<file path="src/rtl/tick_divider.sv">
// tick_divider: single-clock timebase producing one-cycle enable pulses
// (base tick, 1 Hz tick, slow/fast time-set repeat tick), the seconds phase,
// and a 50 % blink level. No derived clocks; everything qualifies on clk.
module tick_divider #(
    parameter int unsigned CLK_HZ       = 12500,
    parameter int unsigned BASE_HZ      = 10,
    parameter int unsigned SET_SLOW_DIV = 5,
    parameter int unsigned SET_FAST_DIV = 2,
    localparam int unsigned PRE = CLK_HZ / BASE_HZ,
    localparam int unsigned PW  = (PRE > 1) ? $clog2(PRE) : 1,
    localparam int unsigned SW  = (BASE_HZ > 1) ? $clog2(BASE_HZ) : 1
) (
    input  logic          clk,
    input  logic          reset,
    input  logic          ena,
    input  logic          sync,
    input  logic          fast_set,
    output logic          tick_base,
    output logic          tick_1hz,
    output logic          tick_set,
    output logic          blink,
    output logic [SW-1:0] phase
);

    // Terminal values, all at counter width so every compare is unsigned.
    localparam logic [PW-1:0] PRE_LAST   = PW'(PRE - 1);
    localparam logic [SW-1:0] PHASE_LAST = SW'(BASE_HZ - 1);
    localparam logic [SW-1:0] BLINK_HALF = SW'(BASE_HZ / 2);
    localparam logic [SW-1:0] SLOW_LAST  = SW'(SET_SLOW_DIV - 1);
    localparam logic [SW-1:0] FAST_LAST  = SW'(SET_FAST_DIV - 1);

    logic [PW-1:0] pre_q, pre_d;
    logic [SW-1:0] phase_q, phase_d;
    logic [SW-1:0] setc_q, setc_d;
    logic          fast_q, fast_d;
    logic          tick_base_q, tick_base_d;
    logic          tick_1hz_q, tick_1hz_d;
    logic          tick_set_q, tick_set_d;
    logic          blink_q, blink_d;

    logic          pre_wrap;
    logic          phase_wrap;
    logic          setc_wrap;
    logic          mode_chg;
    logic [SW-1:0] setc_last;

    // Next-state: sync restart, freeze, prescale/phase/set counting, mode change.
    always_comb begin
        pre_d       = pre_q;
        phase_d     = phase_q;
        setc_d      = setc_q;
        fast_d      = fast_set;
        tick_base_d = 1'b0;
        tick_1hz_d  = 1'b0;
        tick_set_d  = 1'b0;

        setc_last  = fast_set ? FAST_LAST : SLOW_LAST;
        pre_wrap   = (pre_q == PRE_LAST);
        phase_wrap = (phase_q == PHASE_LAST);
        setc_wrap  = (setc_q == setc_last);
        mode_chg   = (fast_set != fast_q);

        if (sync) begin
            pre_d   = '0;
            phase_d = '0;
            setc_d  = '0;
        end else begin
            if (ena) begin
                if (pre_wrap) begin
                    pre_d       = '0;
                    tick_base_d = 1'b1;
                    phase_d     = phase_wrap ? '0 : phase_q + SW'(1);
                    tick_1hz_d  = phase_wrap;
                    setc_d      = setc_wrap ? '0 : setc_q + SW'(1);
                    tick_set_d  = setc_wrap;
                end else begin
                    pre_d = pre_q + PW'(1);
                end
            end
            // A rate switch restarts the set cadence, even while frozen.
            if (mode_chg) begin
                setc_d     = '0;
                tick_set_d = 1'b0;
            end
        end

        // Blink follows the phase the register will hold next cycle.
        blink_d = (phase_d < BLINK_HALF);
    end

    // State and output registers with synchronous active-high reset.
    always_ff @(posedge clk) begin
        if (reset) begin
            pre_q       <= '0;
            phase_q     <= '0;
            setc_q      <= '0;
            fast_q      <= fast_set;
            tick_base_q <= 1'b0;
            tick_1hz_q  <= 1'b0;
            tick_set_q  <= 1'b0;
            blink_q     <= 1'b1;
        end else begin
            pre_q       <= pre_d;
            phase_q     <= phase_d;
            setc_q      <= setc_d;
            fast_q      <= fast_d;
            tick_base_q <= tick_base_d;
            tick_1hz_q  <= tick_1hz_d;
            tick_set_q  <= tick_set_d;
            blink_q     <= blink_d;
        end
    end

    assign tick_base = tick_base_q;
    assign tick_1hz  = tick_1hz_q;
    assign tick_set  = tick_set_q;
    assign blink     = blink_q;
    assign phase     = phase_q;

endmodule

</file>
<file path="config.mk">
export PLATFORM = sky130hd
export DESIGN_NAME = tick_divider
export DESIGN_NICKNAME = d
export VERILOG_FILES = /design/src/rtl/tick_divider.sv
export SDC_FILE = /design/constraint.sdc
export NUM_CORES = 1
export LEC_CHECK = 0
export BUFFER_PORTS_ARGS = -buffer_cell sky130_fd_sc_hd__clkbuf_2
export CAP_MARGIN = 20
export CORE_ASPECT_RATIO = 1.75
export CORE_UTILIZATION = 35
export DETAILED_ROUTE_END_ITERATION = 16
export PLACE_DENSITY = 0.53
export SLEW_MARGIN = 20
export SYNTH_ARGS = -nofsm -noshare
export SYNTH_HDL_FRONTEND = slang
export SYNTH_SLANG_ARGS = --single-unit
</file>
<file path="constraint.sdc">
create_clock -name clk -period 1.5 [get_ports clk]
set_clock_uncertainty 0.05 [all_clocks]
set_input_delay 0 -clock clk [delete_from_list [all_inputs] [get_ports clk]]
set_output_delay 0 -clock clk [all_outputs]
set_load 0.1 [all_outputs]
</file>
Word level (Yosys, flattened, before mapping) --
Cells that the tools add are included.
Cells by class: bitwise gates (word level) 2, equality and inequality tests 4, reductions and logical operators 6, order comparisons 1, add/subtract/negate cells 3, mux-type cells 8
Operators by type and width (count):
- $mux W4 | 5
- $add A11 B1 Y11 const B | 1
- $eq A11 B11 Y1 const B | 1
- $mux W11 | 1
- $add A4 B1 Y4 const B | 2
- $reduce_or A3 Y1 | 2
- $reduce_or A5 Y1 | 1
- $eq A4 B3 Y1 | 1
- $eq A4 B4 Y1 const B | 1
- $lt A4 B3 Y1 const B | 1
- $reduce_or A4 Y1 | 1
- $mux W3 | 1
- $not A1 Y1 | 2
- $reduce_and A2 Y1 | 1
- $reduce_or A2 Y1 | 1
- $mux W1 | 1
- $ne A1 B1 Y1 | 1
Storage, ports and cells: output and inout port bits 8, register bits after elaboration 24

Longest topological paths before layout --
word-level depth 6, depth in mapped cells 8, depth with buffers taken out 7

Least setup slack after synthesis --
OpenSTA, ideal clock, no wires.
kind register to register, start register phase_q[1] (netlist: phase[1]), end register blink_q (netlist: blink), data arrival time 2.039 ns, slack -0.703 ns, cell stages (with the launch flop) 8, buffers on the path 0, library setup time 0.114 ns, period minus slack after synthesis 2.203 ns, path through dfxtp_1 inv_1 ha_1 nand2_1 nor2_1 a2111oi_2 o21ai_1 a21o_1
Between the ends: longest elaborated chain between the ends 6
RTL lines:
- start: declaration | RTL line 33 | logic [SW-1:0] phase_q, phase_d;
- start signal: assignment | RTL line 104 | phase_q <= phase_d;
- $add A4 B1 Y4 or $eq A4 B4 Y1 (tied branches) | RTL line 72, 59
- $mux W4 | RTL line 72 | phase_d = phase_wrap ? '0 : phase_q + SW'(1);
- $mux W4 | RTL line 69 | if (pre_wrap) begin
- $mux W4 * | RTL line 68 | if (ena) begin
- $mux W4 * | RTL line 63 | if (sync) begin
- $lt A4 B3 Y1 * | RTL line 88 | blink_d = (phase_d < BLINK_HALF);
- end signal: assignment | RTL line 110 | blink_q <= blink_d;
- end: declaration | RTL line 39 | logic blink_q, blink_d;
Every way passes the cells marked *; elsewhere a longest branch is shown, timed or not. A chain may end at the register's enable or synchronous reset.

Final worst setup path --
start register pre_q[3], end register blink_q (netlist: blink)
Between the ends: longest elaborated chain between the ends 5
RTL lines:
- start: declaration | RTL line 32 | logic [PW-1:0] pre_q, pre_d;
- start signal: assignment | RTL line 103 | pre_q <= pre_d;
- $eq A11 B11 Y1 | RTL line 58 | pre_wrap = (pre_q == PRE_LAST);
- $mux W4 | RTL line 69
- $mux W4 | RTL line 68
- $mux W4 | RTL line 63
- $lt A4 B3 Y1 | RTL line 88
Every way passes these cells.

==> impl_metrics.toml <==
[outcome]
status = "finished, violations left"
violations = "setup timing"

[cts]
cts.sinks = 24
clk_pin_slew_ps = 80
cts_tree = "yes"
clock-root-buffer = "clkbuf_8"
clock_latency_ps = 270
h-tree-depth = 1
numCtsBuffers = 3
clock_path_buffers = 2

[worst_setup_path]
critPathRequiredTime_ps = 1620
crit_fanout = 3
crit_start = "pre_q[3]$_SDFFE_PP0P_"
reg2reg_from = "pre_q[3]$_SDFFE_PP0P_"
worst-setup-path-type = "reg -> reg"
worstPathArrival_ps = 1750
worstSetupStartpointType = "flip-flop"
cp_slowest_stage_delay_ps = 370
worstPathCellList = "nor4b_4, nand3_2, a2111oi_4, o21ai_1, a21o_1"
cpMaxStageDelayCell = "nor4b_4"
end_kind = "flip-flop"

[timing]
tns_ps = -494
finalCriticalPeriod_ps = 1630
min_period_over_period_pct = 109
rsz0062_at_grt = "true"
finalSetupViolCount = 8
slew_viol_final = 0
fin_ws_ps = -132
slew_headroom_pct = 63.1
worst_pin_slew_ps = 557
fmax_mhz = 613
hold_viol = 0

[yosys]
synthFlopType = "dfxtp_1"
muxShareOfSynthArea_pct = 1.03
synth_area_um2 = 1090
synth_area_leaders = "dfxtp_1 44%, xor2_1 7.2%, nor2_1 6.5%, ha_1 5.7%, nand2_1 4.1%"
yosys.cell_count.top_type = "dfxtp_1"
ys_top_cells_by_count = "24 x dfxtp_1, 19 x nor2_1, 12 x nand2_1"
syn-mean-instance-area_um2 = 9.11
synth-edff-count = 0
ys_seq_elements = 24
yosysWarnings = 0
synth_cell_type_count = 30
synthSimpleGateAreaFrac_pct = 29.5
synthXorXnorAreaFrac_pct = 10.4
ys_seq_area_share_pct = 43.9
syn_nets = 130
synthArstFlopShare_pct = 0
synthAdderAreaFrac_pct = 5.72
syn_inst = 120
synth_top_area_cell = "dfxtp_1"
synth_top_family_by_area = "simple AND/OR/NAND/NOR gates"
synth_top_area_share_pct = 43.9
synth-compound-area-share_pct = 7.55

[detailed_routing]
dr.first_iter.drc_count = 12
drt_pass1_iterations = 6
drc = 0
wl_per_cell_um = 13.2
finalWirelength_um = 2670
routed_via_density = 4.86
vias = 982
drtAntennaViolNets = 0

[die]
rows = 26
die_y_um = 75.9
initial_core_util_pct = 36.9
dieArea_um2 = 3360
ios = 13
die-width_um = 44.3
core_area_um2 = 2960

[power_and_ir_drop]
power.leakage_nw = 0.632
fin_total_pwr_w = 0.00109
power.density_nw_per_um2 = 690
ir_worst_vdd_uv = 471

[grt]
grt_overflow = 0
grt_usage_pct = 16.4
antenna_found_initial = 0
grt_pass1_vias = 943
grt_start_max_net_pins = 14
grt_pass1_wl_um = 4200

[job]
maxCapViolCount = 0

[finish]
nNetsFinal = 171
area_growth_pct = 44.5
antenna_cells = 0
drive_above_1_share_pct = 41.3

[hold_path]
min_from = "fast_set"
hold_path.class = "in -> reg"

[placement]
dp_hpwl_um = 1960
io_buffer_count = 12
place_congestion = 0.792
worst paths after layout:
kind | to | slack [ps] | cells past startpoint
worst min-delay path | setc_q[2]$_SDFFE_PP0N_ | 120 | 4
worst min register to register | setc_q[3]$_SDFFE_PP0N_ | 500 | 2
worst max-delay path | blink$_SDFF_PP1_ | -130 | 5
worst max register to register | blink$_SDFF_PP1_ | -130 | 5
where the power goes:
part | internal [W] | switching [W] | total (W)
Sequential | 0.000636 | 0.00000243 | 0.000639
Combinational | 0.0000304 | 0.0000290 | 0.0000594
Clock | 0.000190 | 0.000203 | 0.000393
layout make-up:
| class | instances | area, um2 |
|---|---|---|
| clock buffers | 4 | 45.0 |
| fillers | 274 | 1380 |
| inverters | 2 | 7.51 |
| multi-input cells | 92 | 694 |
| flip-flops and latches | 24 | 494 |
| well taps | 42 | 52.6 |
| repair buffers | 38 | 287 |
worst max-delay path, delay by kind of cell, from the launching register on:
family          cells  cell delay (ps)
simple gates        2              530
flops               1              340
compound gates      3              620
routing by layer:
metal	global-route usage, %	up-vias	share of wire (%)
met3	2.38	5	1.6
met2	29.7	12	57
met1	18.0	467	39
li1	-	498	-
met5	0	-	0
met4	6.36	0	1.8
cells by family (layout without fill, tap and decap cells):
logic type                 Yosys count  in the layout
AOI/OAI and AO/OA                   12             12
adders and majority gates            5              5
and+or+nand+nor                     61             61
muxes                                1              1
DFF                                 24             24
buffers and inverters                4             44
xor gates and xnor gates            13             13
state kept, by name (all words and copies together), names as in the netlist:
signal     cells
fast_q         1
setc_q         4
pre_q         11
tick_set       1
tick_base      1
phase          4
tick_1hz       1
blink          1
metrics by stage:
step	instance area, um2	utilization, %	cells	hold WS [ps]	setup slack [ps]
6_report	1580	53.4	202	123	-132
5_1_grt	1580	53.4	202	155	-213
4_1_cts	1520	51.4	200	133	-116
3_5_place_dp	1390	46.9	193	118	-217
3_3_place_gp	1390	46.9	193	114	-200
2_1_floorplan	1120	-	120	-22.3	-82.9
what timing repair did:
item | 4_1_cts | 5_1_grt
gates resized for setup | 16 | 8
cloned | 0 | 0
pin swaps | 5 | 3
hold buffers | 3 | 0
setup buffers | 0 | 2
endpoints found under the hold margin | 5 | 0
setup endpoints to repair | 21 | 19
layout by cell type (no fill, tap or decap), types with 2 or more instances in the layout:
cell / Yosys / final
a21oi_1: 4 / 4
and3_1: 6 / 5
buf_4: 1 / 19
buf_6: 0 / 3
clkbuf_2: 0 / 12
clkbuf_8: 0 / 3
dfxtp_1: 24 / 17
dfxtp_2: 0 / 5
dfxtp_4: 0 / 2
dlygate4sd3_1: 0 / 3
ha_1: 5 / 3
ha_4: 0 / 2
inv_2: 0 / 2
nand2_1: 12 / 11
nand3b_1: 2 / 2
nand4_1: 6 / 6
nor2_1: 19 / 16
nor2_2: 0 / 3
nor3_1: 8 / 5
nor3_2: 0 / 3
xnor2_1: 4 / 4
xor2_1: 9 / 9
Note: power is estimated with default switching activity, not from simulation.
